[src/rtl/seg7_pkg.sv]
// seg7_pkg: shared glyph type, glyph constants, hex glyph lookup and the
// display driver FSM state encoding.
package seg7_pkg;

    typedef logic [7:0] seg_t;  // {dp,g,f,e,d,c,b,a}, active-high

    localparam seg_t SEG_BLANK = 8'h00;
    localparam seg_t SEG_MINUS = 8'h40;

    typedef enum logic [1:0] {
        ST_IDLE    = 2'd0,
        ST_CONVERT = 2'd1,
        ST_SHIFT   = 2'd2,
        ST_LATCH   = 2'd3
    } state_t;

    function automatic seg_t hex_to_seg(input logic [3:0] nib);
        seg_t s;
        case (nib)
            4'h0: s = 8'h3F;
            4'h1: s = 8'h06;
            4'h2: s = 8'h5B;
            4'h3: s = 8'h4F;
            4'h4: s = 8'h66;
            4'h5: s = 8'h6D;
            4'h6: s = 8'h7D;
            4'h7: s = 8'h07;
            4'h8: s = 8'h7F;
            4'h9: s = 8'h6F;
            4'hA: s = 8'h77;
            4'hB: s = 8'h7C;
            4'hC: s = 8'h39;
            4'hD: s = 8'h5E;
            4'hE: s = 8'h79;
            default: s = 8'h71;
        endcase
        return s;
    endfunction

endpackage

[src/rtl/seg7_sr_display_driver_if.sv]
// seg7_sr_display_driver_if: valid/ready input word channel of the display
// driver. The datapath side is the master, the driver is the slave.
interface seg7_sr_display_driver_if #(
    parameter int DATA_WIDTH = 16
) ();
    logic [DATA_WIDTH-1:0] i_data;
    logic                  i_2s_comp;
    logic                  i_valid;
    logic                  o_ready;

    modport master (output i_data, output i_2s_comp, output i_valid, input o_ready);
    modport slave  (input i_data, input i_2s_comp, input i_valid, output o_ready);
endinterface

[src/rtl/seg7_sr_display_driver_sr_serializer.sv]
// sr_serializer: shifts a glyph frame MSB first onto a 74HC595-style chain.
// Each bit is presented for CLK_DIV cycles with the shift clock low, then
// CLK_DIV cycles with it high; after the last bit the latch is pulsed for
// CLK_DIV cycles and done pulses in the final latch cycle.
module sr_serializer #(
    parameter int FRAME_W = 40,
    parameter int CLK_DIV = 2
) (
    input  logic               clk,
    input  logic               rst,
    input  logic [FRAME_W-1:0] frame,
    input  logic               start,
    output logic               sr_data,
    output logic               sr_clk,
    output logic               sr_latch,
    output logic               done
);
    localparam int DIV_W = (CLK_DIV > 1) ? $clog2(CLK_DIV) : 1;
    localparam int BIT_W = (FRAME_W > 1) ? $clog2(FRAME_W) : 1;

    logic [FRAME_W-1:0] shreg;
    logic [DIV_W-1:0]   div_cnt;
    logic [BIT_W-1:0]   bit_cnt;
    logic               shifting;
    logic               latching;
    logic               phase_hi;
    logic               div_last;
    logic               bit_last;

    assign div_last = (div_cnt == DIV_W'(CLK_DIV - 1));
    assign bit_last = (bit_cnt == BIT_W'(FRAME_W - 1));
    // Serial data is the MSB of the shift register, so it only changes when
    // a new bit phase starts (low half), never across the rising edge.
    assign sr_data  = shreg[FRAME_W-1];
    assign done     = latching && div_last;

    // Bit-phase sequencer: divider, half-period toggling, bit count, latch pulse.
    always_ff @(posedge clk) begin
        if (rst) begin
            shreg    <= '0;
            div_cnt  <= '0;
            bit_cnt  <= '0;
            shifting <= 1'b0;
            latching <= 1'b0;
            phase_hi <= 1'b0;
            sr_clk   <= 1'b0;
            sr_latch <= 1'b0;
        end else if (shifting) begin
            if (div_last) begin
                div_cnt <= '0;
                if (!phase_hi) begin
                    phase_hi <= 1'b1;
                    sr_clk   <= 1'b1;
                end else begin
                    phase_hi <= 1'b0;
                    sr_clk   <= 1'b0;
                    if (bit_last) begin
                        // Park data low and open the latch window.
                        shreg    <= '0;
                        shifting <= 1'b0;
                        latching <= 1'b1;
                        sr_latch <= 1'b1;
                    end else begin
                        shreg   <= {shreg[FRAME_W-2:0], 1'b0};
                        bit_cnt <= bit_cnt + 1'b1;
                    end
                end
            end else begin
                div_cnt <= div_cnt + 1'b1;
            end
        end else if (latching) begin
            if (div_last) begin
                div_cnt  <= '0;
                latching <= 1'b0;
                sr_latch <= 1'b0;
            end else begin
                div_cnt <= div_cnt + 1'b1;
            end
        end else if (start) begin
            shreg    <= frame;
            div_cnt  <= '0;
            bit_cnt  <= '0;
            phase_hi <= 1'b0;
            shifting <= 1'b1;
        end
    end
endmodule

[src/rtl/seg7_sr_display_driver.sv]
// seg7_sr_display_driver: accepts a DATA_WIDTH word over valid/ready, turns it
// into hex 7-seg glyphs (optional two's complement sign) and streams the frame
// into an external shift-register chain via sr_serializer.
// Build option: define SEG7_LEADING_ZERO_BLANK_EN to blank leading zero digits
// and float the minus sign next to the most significant digit.
module seg7_sr_display_driver
    import seg7_pkg::*;
#(
    parameter int DATA_WIDTH = 16,
    parameter int NUM_DIGITS = 5,
    parameter int SEG_BITS   = 8,
    parameter int CLK_DIV    = 2
) (
    input  logic                    clk,
    input  logic                    rst,
    seg7_sr_display_driver_if.slave bus,
    output logic                    o_done,
    output logic                    o_sr_data,
    output logic                    o_sr_clk,
    output logic                    o_sr_latch
);
    localparam int FRAME_W = NUM_DIGITS * SEG_BITS;
    localparam int MAG_W   = 4 * NUM_DIGITS;

    // Room for every magnitude nibble plus the sign digit, so no overflow case.
    if (NUM_DIGITS < DATA_WIDTH / 4 + 1) begin : g_bad_digits
        $error("NUM_DIGITS too small for DATA_WIDTH plus sign");
    end
    if (DATA_WIDTH % 4 != 0) begin : g_bad_width
        $error("DATA_WIDTH must be a multiple of 4");
    end
    if (SEG_BITS != $bits(seg_t)) begin : g_bad_seg
        $error("SEG_BITS must match the glyph width");
    end
    if (CLK_DIV < 1) begin : g_bad_div
        $error("CLK_DIV must be at least 1");
    end

    state_t                state, state_nxt;
    logic [DATA_WIDTH-1:0] data_q;
    logic                  tc_q;
    logic                  neg;
    logic [DATA_WIDTH:0]   mag;
    logic [MAG_W-1:0]      mag_ext;
    logic [FRAME_W-1:0]    frame;
    logic                  ser_done;

    assign bus.o_ready = (state == ST_IDLE);
    assign o_done      = (state == ST_IDLE);

    // Capture the word on the accept edge; it is held for the whole frame.
    always_ff @(posedge clk) begin
        if (rst) begin
            data_q <= '0;
            tc_q   <= 1'b0;
        end else if (state == ST_IDLE && bus.i_valid) begin
            data_q <= bus.i_data;
            tc_q   <= bus.i_2s_comp;
        end
    end

    // Glyph build: magnitude one bit wider so the most negative value fits.
    always_comb begin
        seg_t glyph;
`ifdef SEG7_LEADING_ZERO_BLANK_EN
        int   msd;
`endif
        neg     = tc_q && data_q[DATA_WIDTH-1];
        mag     = neg ? ({1'b0, ~data_q} + 1'b1) : {1'b0, data_q};
        mag_ext = MAG_W'(mag);
        frame   = '0;
`ifdef SEG7_LEADING_ZERO_BLANK_EN
        msd = 0;
        for (int k = 0; k < NUM_DIGITS; k++) begin
            if (mag_ext[4*k +: 4] != 4'h0) msd = k;
        end
`endif
        for (int k = 0; k < NUM_DIGITS; k++) begin
            glyph = hex_to_seg(mag_ext[4*k +: 4]);
`ifdef SEG7_LEADING_ZERO_BLANK_EN
            if (k > msd) glyph = (neg && k == msd + 1) ? SEG_MINUS : SEG_BLANK;
`else
            if (neg && k == NUM_DIGITS - 1) glyph = SEG_MINUS;
`endif
            frame[k*SEG_BITS +: SEG_BITS] = glyph;
        end
    end

    // FSM state register.
    always_ff @(posedge clk) begin
        if (rst) state <= ST_IDLE;
        else     state <= state_nxt;
    end

    // FSM next state: the serializer paces SHIFT and LATCH; done may arrive
    // while still in SHIFT when the latch window is a single cycle.
    always_comb begin
        state_nxt = state;
        case (state)
            ST_IDLE:    if (bus.i_valid) state_nxt = ST_CONVERT;
            ST_CONVERT: state_nxt = ST_SHIFT;
            ST_SHIFT: begin
                if (ser_done)        state_nxt = ST_IDLE;
                else if (o_sr_latch) state_nxt = ST_LATCH;
            end
            ST_LATCH:   if (ser_done) state_nxt = ST_IDLE;
            default:    state_nxt = ST_IDLE;
        endcase
    end

    sr_serializer #(
        .FRAME_W (FRAME_W),
        .CLK_DIV (CLK_DIV)
    ) u_ser (
        .clk      (clk),
        .rst      (rst),
        .frame    (frame),
        .start    (state == ST_CONVERT),
        .sr_data  (o_sr_data),
        .sr_clk   (o_sr_clk),
        .sr_latch (o_sr_latch),
        .done     (ser_done)
    );
endmodule
[src/flat_wrapper.sv]
// flat-port wrapper written by rule: the top's interface ports become plain ports
module seg7_sr_display_driver_flat import seg7_pkg::*;
#(
    parameter int DATA_WIDTH = 16,
    parameter int NUM_DIGITS = 5,
    parameter int SEG_BITS   = 8,
    parameter int CLK_DIV    = 2
)
  (clk, rst, o_done, o_sr_data, o_sr_clk, o_sr_latch, bus_i_data, bus_i_2s_comp, bus_i_valid, bus_o_ready);
  seg7_sr_display_driver_if #(.DATA_WIDTH(DATA_WIDTH)) bus_i ();
  input  logic clk;
  input  logic rst;
  output logic o_done;
  output logic o_sr_data;
  output logic o_sr_clk;
  output logic o_sr_latch;
  input wire logic [$bits(bus_i.i_data)-1:0] bus_i_data;
  input wire logic [$bits(bus_i.i_2s_comp)-1:0] bus_i_2s_comp;
  input wire logic [$bits(bus_i.i_valid)-1:0] bus_i_valid;
  output wire logic [$bits(bus_i.o_ready)-1:0] bus_o_ready;
  assign bus_i.i_data = bus_i_data;
  assign bus_i.i_2s_comp = bus_i_2s_comp;
  assign bus_i.i_valid = bus_i_valid;
  assign bus_o_ready = bus_i.o_ready;
  seg7_sr_display_driver #(.DATA_WIDTH(DATA_WIDTH), .NUM_DIGITS(NUM_DIGITS), .SEG_BITS(SEG_BITS), .CLK_DIV(CLK_DIV)) u_core (.clk(clk), .rst(rst), .bus(bus_i), .o_done(o_done), .o_sr_data(o_sr_data), .o_sr_clk(o_sr_clk), .o_sr_latch(o_sr_latch));
endmodule
[config.mk]
export PLATFORM = sky130hd
export DESIGN_NAME = seg7_sr_display_driver_flat
export DESIGN_NICKNAME = d
export VERILOG_FILES = /design/src/rtl/seg7_pkg.sv /design/src/rtl/seg7_sr_display_driver_if.sv /design/src/rtl/seg7_sr_display_driver_sr_serializer.sv /design/src/rtl/seg7_sr_display_driver.sv /design/src/flat_wrapper.sv
export SDC_FILE = /design/constraint.sdc
export NUM_CORES = 1
export LEC_CHECK = 0
export ABC_AREA = 1
export BUFFER_PORTS_ARGS = -buffer_cell sky130_fd_sc_hd__buf_2
export CAP_MARGIN = 20
export CORE_ASPECT_RATIO = 0.75
export CORE_MARGIN = 5
export CORE_UTILIZATION = 45
export CTS_CLUSTER_DIAMETER = 100
export CTS_CLUSTER_SIZE = 30
export DETAILED_ROUTE_END_ITERATION = 16
export PLACE_DENSITY_LB_ADDON = 0.3
export SLEW_MARGIN = 20
export SYNTH_ARGS = -nofsm -noshare
export SYNTH_HDL_FRONTEND = slang
export SYNTH_HIERARCHICAL = 1
export SYNTH_SLANG_ARGS = --single-unit
[constraint.sdc]
create_clock -name clk -period 3 [get_ports clk]
set_input_delay 0.45 -clock clk [delete_from_list [all_inputs] [get_ports clk]]
set_output_delay 0.45 -clock clk [all_outputs]
set_load 0.01 [all_outputs]
# After elaboration in Yosys (flattened, before gate mapping)
# Memories as Yosys holds them, arrays and structs flattened.
# Cells that the tools add are included.
# op_classes
eq_ne	13
muxes	43
n_bitwise	2
n_reduce_logical	14
n_addsub	3
# ops
operator	count
2-to-1 mux 40 bit	6
2-to-1 mux 6 bit	6
2-to-1 mux 1 bit	23
adder 16 x 1 -> 17 bit, second input constant	1
2-to-1 mux 17 bit	1
inverter 16 bit	1
one-hot mux 8 bit (2 select lines)	1
!= test 2 bit, second input constant	5
AND reduction 5 bit	2
AND reduction 3 bit	3
2-to-1 mux 2 bit	4
2-to-1 mux 8 bit	1
one-hot mux 2 bit (4 select lines)	1
adder 6 x 1 -> 6 bit, second input constant	1
== test 6 bit, second input constant	1
!= test 2 x 1 -> 1 bit, second input constant	3
== test 2 bit, second input constant	2
AND reduction 4 bit	1
nonzero test 2 bit	2
logical AND 1 bit	3
!= test 3 x 2 -> 1 bit, second input constant	1
nonzero test 3 bit	1
== test 2 x 1 -> 1 bit, second input constant	1
zero test 2 bit	1
3 further kinds	3
# word_totals
n_memories	4
elab_cells	90
ff_bits	71
romBits	448
in_bits	20
output_inout_bits	5
# mem_list
memory	depth	word_bits	rd	rd_clocked_by_memory_dff	wr	line_no	text
(name not given)	16	7	1	0	0	seg7_pkg.sv:19	case (nib)
(name not given)	16	7	1	0	0	seg7_pkg.sv:19	
(name not given)	16	7	1	0	0	seg7_pkg.sv:19	
(name not given)	16	7	1	0	0	seg7_pkg.sv:19	

# Depth between registers and ports, before layout
# logic_depth
ltp_word	9
mapped_depth	16
mapped_depth_nobuf	16

# Cells and area by module
# The synthesis kept the hierarchy.
# modules_own_cells
mod	seq_area_each_um2	cells_per_inst	area_per_inst_um2	n_inst
sr_serializer	1041.0	320	2343.5	1
seg7_sr_display_driver	380.4	373	2302.2	1

# Least setup slack after synthesis
# OpenSTA, ideal clock, no wires.
# synth_timing
kind	flip-flop to flip-flop
startpoint	reg u_core.data_q[0]
endpoint	reg u_core.u_ser.shreg[11]
path_buffers	0
arrival_time_ns	2.255
path_stages_with_launch	14
period_less_slack_ns	2.373
t_required_ns	2.882
setup_ns	0.118
path_slack_ns	0.627
path_cell_list	dfxtp_1 -> inv_1 -> ha_1 -> nand2_2 -> nand2_2 -> xor2_1 -> inv_1 -> ha_1 -> inv_1 -> nor2_1 -> o21ai_0 -> nand2_1 -> a21oi_1 -> a21oi_1
# synth_via
elab_chain_cells	7
# synth_lines
element	line_no	text
start, declared	seg7_sr_display_driver.sv:40	logic [DATA_WIDTH-1:0] data_q;
start signal, assigned	seg7_sr_display_driver.sv:57	data_q <= bus.i_data;
inverter 16 bit	seg7_sr_display_driver.sv:69	mag = neg ? ({1'b0, ~data_q} + 1'b1) : {1'b0, data_q};
adder 16 x 1 -> 17 bit	seg7_sr_display_driver.sv:69	
2-to-1 mux 17 bit	seg7_sr_display_driver.sv:69	
memory read (16 x 7 bit)	n/a	
named net u_core.frame[11]	seg7_sr_display_driver.sv:45	logic [FRAME_W-1:0] frame;
2-to-1 mux 40 bit	seg7_sr_display_driver_sr_serializer.sv:79	end else if (start) begin
2-to-1 mux 40 bit	seg7_sr_display_driver_sr_serializer.sv:71	end else if (latching) begin
2-to-1 mux 40 bit	seg7_sr_display_driver_sr_serializer.sv:48	end else if (shifting) begin
end signal, assigned	seg7_sr_display_driver_sr_serializer.sv:64	shreg <= {shreg[FRAME_W-2:0], 1'b0};
end signal, assigned	seg7_sr_display_driver_sr_serializer.sv:80	shreg <= frame;
end, declared	seg7_sr_display_driver_sr_serializer.sv:21	logic [FRAME_W-1:0] shreg;
# The timed path passes the listed nets, and every way through them passes these cells. The select of a mux whose other input is x is not followed.
# A chain may end at the register's enable or synchronous reset.

# Worst setup path in the final report
# layout_timing
startpoint	reg u_core.data_q[15]
endpoint	reg u_core.u_ser.shreg[8]
# layout_via
elab_chain_cells	6
# layout_lines
element	line_no	text
logical AND 1 bit	seg7_sr_display_driver.sv:68	neg = tc_q && data_q[DATA_WIDTH-1];
2-to-1 mux 17 bit	seg7_sr_display_driver.sv:69	
memory read (16 x 7 bit)	n/a	
named net u_core.frame[8]	seg7_sr_display_driver.sv:45	
2-to-1 mux 40 bit	seg7_sr_display_driver_sr_serializer.sv:79	
2-to-1 mux 40 bit	seg7_sr_display_driver_sr_serializer.sv:71	
2-to-1 mux 40 bit	seg7_sr_display_driver_sr_serializer.sv:48	
# The timed path passes the listed nets, and every way through them passes these cells. The select of a mux whose other input is x is not followed.

==> impl_results.md <==
* Antenna diodes at 0
* Final hold violations at 0
* TritonCTS Buffers at 9
* Placed cell count at roughly 830
* Max Freq at 378 MHz
* Power share of the clock group at 0.203
* Nets at 751
* Initial core utilization at 0.457
* Synth Warn # at 6
* Hold crit path type: in2reg
* Hold buffer count at CTS at 0
* XOR/XNOR Fraction of Synth Area at 0.00916
* Clock Latency Late Sink at 0.34 ns
* Largest net degree at the start of global routing at 47
* Gate count of the mapped netlist at about 690
* Clk sinks at 71
* Mux contribution to synthesized area at 0
* Drt first pass iters at 5
* Synth Area in Simple Gates at 0.294
* Minimum clock period at 2.65 ns
* First-pass GRT wire length at 19500 um
* LEAKAGE at around 0.0022 uW
* Core region area at 10200 sq um
* CTS clk-pin slew, worst paths at 0.06 ns
* CTS root buf: clkbuf_16
* Placed inst area at 4810 sq um
* Combinational fraction of design power at 0.485
* DRC errors left at 0
* Via count at between 4000 and 5000
* Routed WL at 11400 um
* Final instance area at between 5000 and 6000 sq um
* Vias in the first global route at 4134
* Congestion Overflow GR at 0
* DR iter-0 viols at approximately 310
* Critical path class: reg2reg
* Die Height at 98.0 um
* Area growth from synthesis to layout at 9.00%
* Critical path startpoint category: register
* Vias per std cell at 5.45
* WL/cell at 13.6 um
* Complex-gate fraction of the synthesized area at 0.228
* Outcome: finished clean
* Max-slew headroom at the worst pin at 0.480
* Die X at 127 um
* Initial antenna violation count at 0
* Sequential share of power at 0.312
* FF+latch count, synth at 71
* Finished Layout Cells at 840
* IO Count at 25
* Post-route ant nets at 0
* Largest family of logic cells by synthesized area: simple AND/OR/NAND/NOR gates
* Switching Fraction at 0.455
* Critical Path RT at approximately 3.3 ns
* Post-Syn Area per Cell at 6.70 sq um
* Post-CTS Resized at 0
* Arr. time, crit path at 2.92 ns
* Netlist cell types at 43
* Register area share after synthesis at 0.306
* Adder-Cell Fraction of Synth Area at 0.0781
* Power Internal at 2540 uW
* Worst Setup End Kind: register
* DP HPWL at 7790 um
* MaxCap Viol Count at 0
* GPL Wtd Cong at 0.884
* Pwr dens at between 900 and 1000 nW/um^2
* CTS H-Tree Depth at 3
* Fill count at 1033
* Area of the multi-input gates at 2850 sq um
* Worst-path maximum fanout at 16
* Row count at 32
* Post-CTS Setup Inserts at 0
* I/O Buffers at 24
* CTS tree: done
* Die area at 12500 sq um
* Register cell area after layout at 1420 sq um
* GRT Overall Usage at 0.188
* TNS Setup at 0 ns
* Layout cell share with drive strength beyond 1 at 0.116
* Slew @ Worst Pin at 0.779 ns
* Final worst path period share at 0.883
* Max-slew violation count at 0
* Sw Pwr at 2120 uW
* Final-report setup violation count at 0
* CTS max path bufs at 2
* Layout Skew at 0.00866 ns
* Synthesized area at 4650 sq um
* Worst VDD drop at 0.894 mV
* RSZ-0062 raised after global routing: no
## cell usage after synthesis (all sizes together)
cell type    n  area (sq um)
inv         54           205
a21oi      100           512
nor2        57           229
xor2         2          17.5
nand3       76           398
or2          1          6.26
a31oi        3          18.8
buf         23           136
xnor2        2          25.0
o21bai       1          7.51
o21ai       68           363
nor3         3          15.0
nand3b       2          15.0
a211oi      13          97.6
o211ai       3          27.5
clkbuf      13          48.8
conb         1          3.75
ha          29           363
nand2      162           673
a21o         1          7.51
nand4        4          25.0
o21a         1          7.51
o31ai        1          7.51
dfxtp       71          1420
o221ai       1          8.76
nor4         1          6.26
## cell usage in the layout, fill, tap and decap left out, types with 2 or more instances in the layout
master     instances
clkinv_2           2
buf_2             24
inv_2              8
a21oi_1           99
nor3_1             3
buf_4              6
inv_1             45
xor2_1             2
dfxtp_1           71
a31oi_1            3
o211ai_1           2
o21ai_0           46
ha_1              29
nor2_1            53
nand2_1          144
conb_1             5
o21ai_2            3
a211oi_1          13
clkbuf_16          9
nor2_2             3
nand4_1            4
nand2_4            4
nand3b_1           2
nand3_1           74
o21ai_1           18
nand2_2           14
## path summary, 6_finish.rpt
kind / from / endpoint / slack (ns) / cells past startpoint
setup / recovery: u_core/data_q[15]$_SDFFE_PP0P_ / u_core/u_ser/shreg[8]$_SDFFE_PP0P_ / 0.35 / 11
setup reg to reg: u_core/data_q[15]$_SDFFE_PP0P_ / u_core/u_ser/shreg[8]$_SDFFE_PP0P_ / 0.35 / 11
hold reg to reg: u_core/u_ser/shreg[0]$_SDFFE_PP0P_ / u_core/u_ser/shreg[0]$_SDFFE_PP0P_ / 0.47 / 2
hold / removal: bus_i_data[3] / u_core/data_q[3]$_SDFFE_PP0P_ / 0.36 / 3
## metal layers
layer	part of all wire	wire, um	up-vias	track usage
met3	0.051	582	20	0.0416
li1	-	-	2344	-
met1	0.50	5680	2093	0.273
met4	0.022	251	0	0.0791
met2	0.43	4880	123	0.264
met5	0	0	-	0
## power by group through the flow
stage          logic (uW)  clock network (uW)  registers [uW]
2_1_floorplan        1830                   0            1420
3_3_place_gp         2200                   0            1460
3_5_place_dp         2230                   0            1460
4_1_cts              2240                 970            1450
5_1_grt              2570                1010            1490
6_report             2260                 946            1450
## registers in the layout, indices dropped and copies added, names as in the netlist
| register | cells |
|---|---|
| u_core/data_q | 16 |
| u_core/u_ser/shreg | 40 |
| u_core/tc_q | 1 |
| u_core/u_ser/sr_latch | 1 |
| u_core/u_ser/div_cnt | 1 |
| u_core/u_ser/phase_hi | 1 |
| u_core/u_ser/sr_clk | 1 |
| u_core/u_ser/bit_cnt | 6 |
| u_core/u_ser/latching | 1 |
| u_core/u_ser/shifting | 1 |
| u_core/state | 2 |
## critical path: stages, from the launching register on
cell and delay (ns):
dfxtp_1 0.40, nand2_2 0.24, inv_2 0.34, nand2_1 0.18, xor2_1 0.43, inv_1 0.18
ha_1 0.25, a21oi_1 0.18, o21ai_0 0.11, nand2_1 0.07, a21oi_1 0.06, a21oi_1 0.15
## cell families (layout without fill, tap and decap cells)
logic type,after synthesis,in the layout
AND/OR/NAND/NOR,306,306
flip-flops,71,71
adder cells (fa/ha/maj),29,29
other,1,5
XOR/XNOR,4,4
AO/OA/AOI/OAI,192,192
buffers and inverters,90,97
## metrics by stage
stage / hold slack, ns / utilization / setup WS, ns / power [uW]
finish: 0.360 / 0.498 / 0.352 / 4660
global route: 0.369 / 0.498 / 0.0864 / 5080
CTS: 0.349 / 0.498 / 0.377 / 4660
detailed placement: 0.457 / 0.473 / 0.394 / 3690
global placement: 0.455 / 0.473 / 0.547 / 3650
floorplan: 0.440 / - / 0.627 / 3250
## area by class of cell
| cell class | count | share of cell area |
|---|---|---|
| clock buffer | 11 | 0.0479 |
| clock inverter | 2 | 0.00198 |
| inverter | 54 | 0.0405 |
| multi-input combinational | 536 | 0.563 |
| sequential | 71 | 0.281 |
| tap | 136 | 0.0336 |
| timing repair buffer | 30 | 0.0326 |
Power figures use the tool's default switching activity.
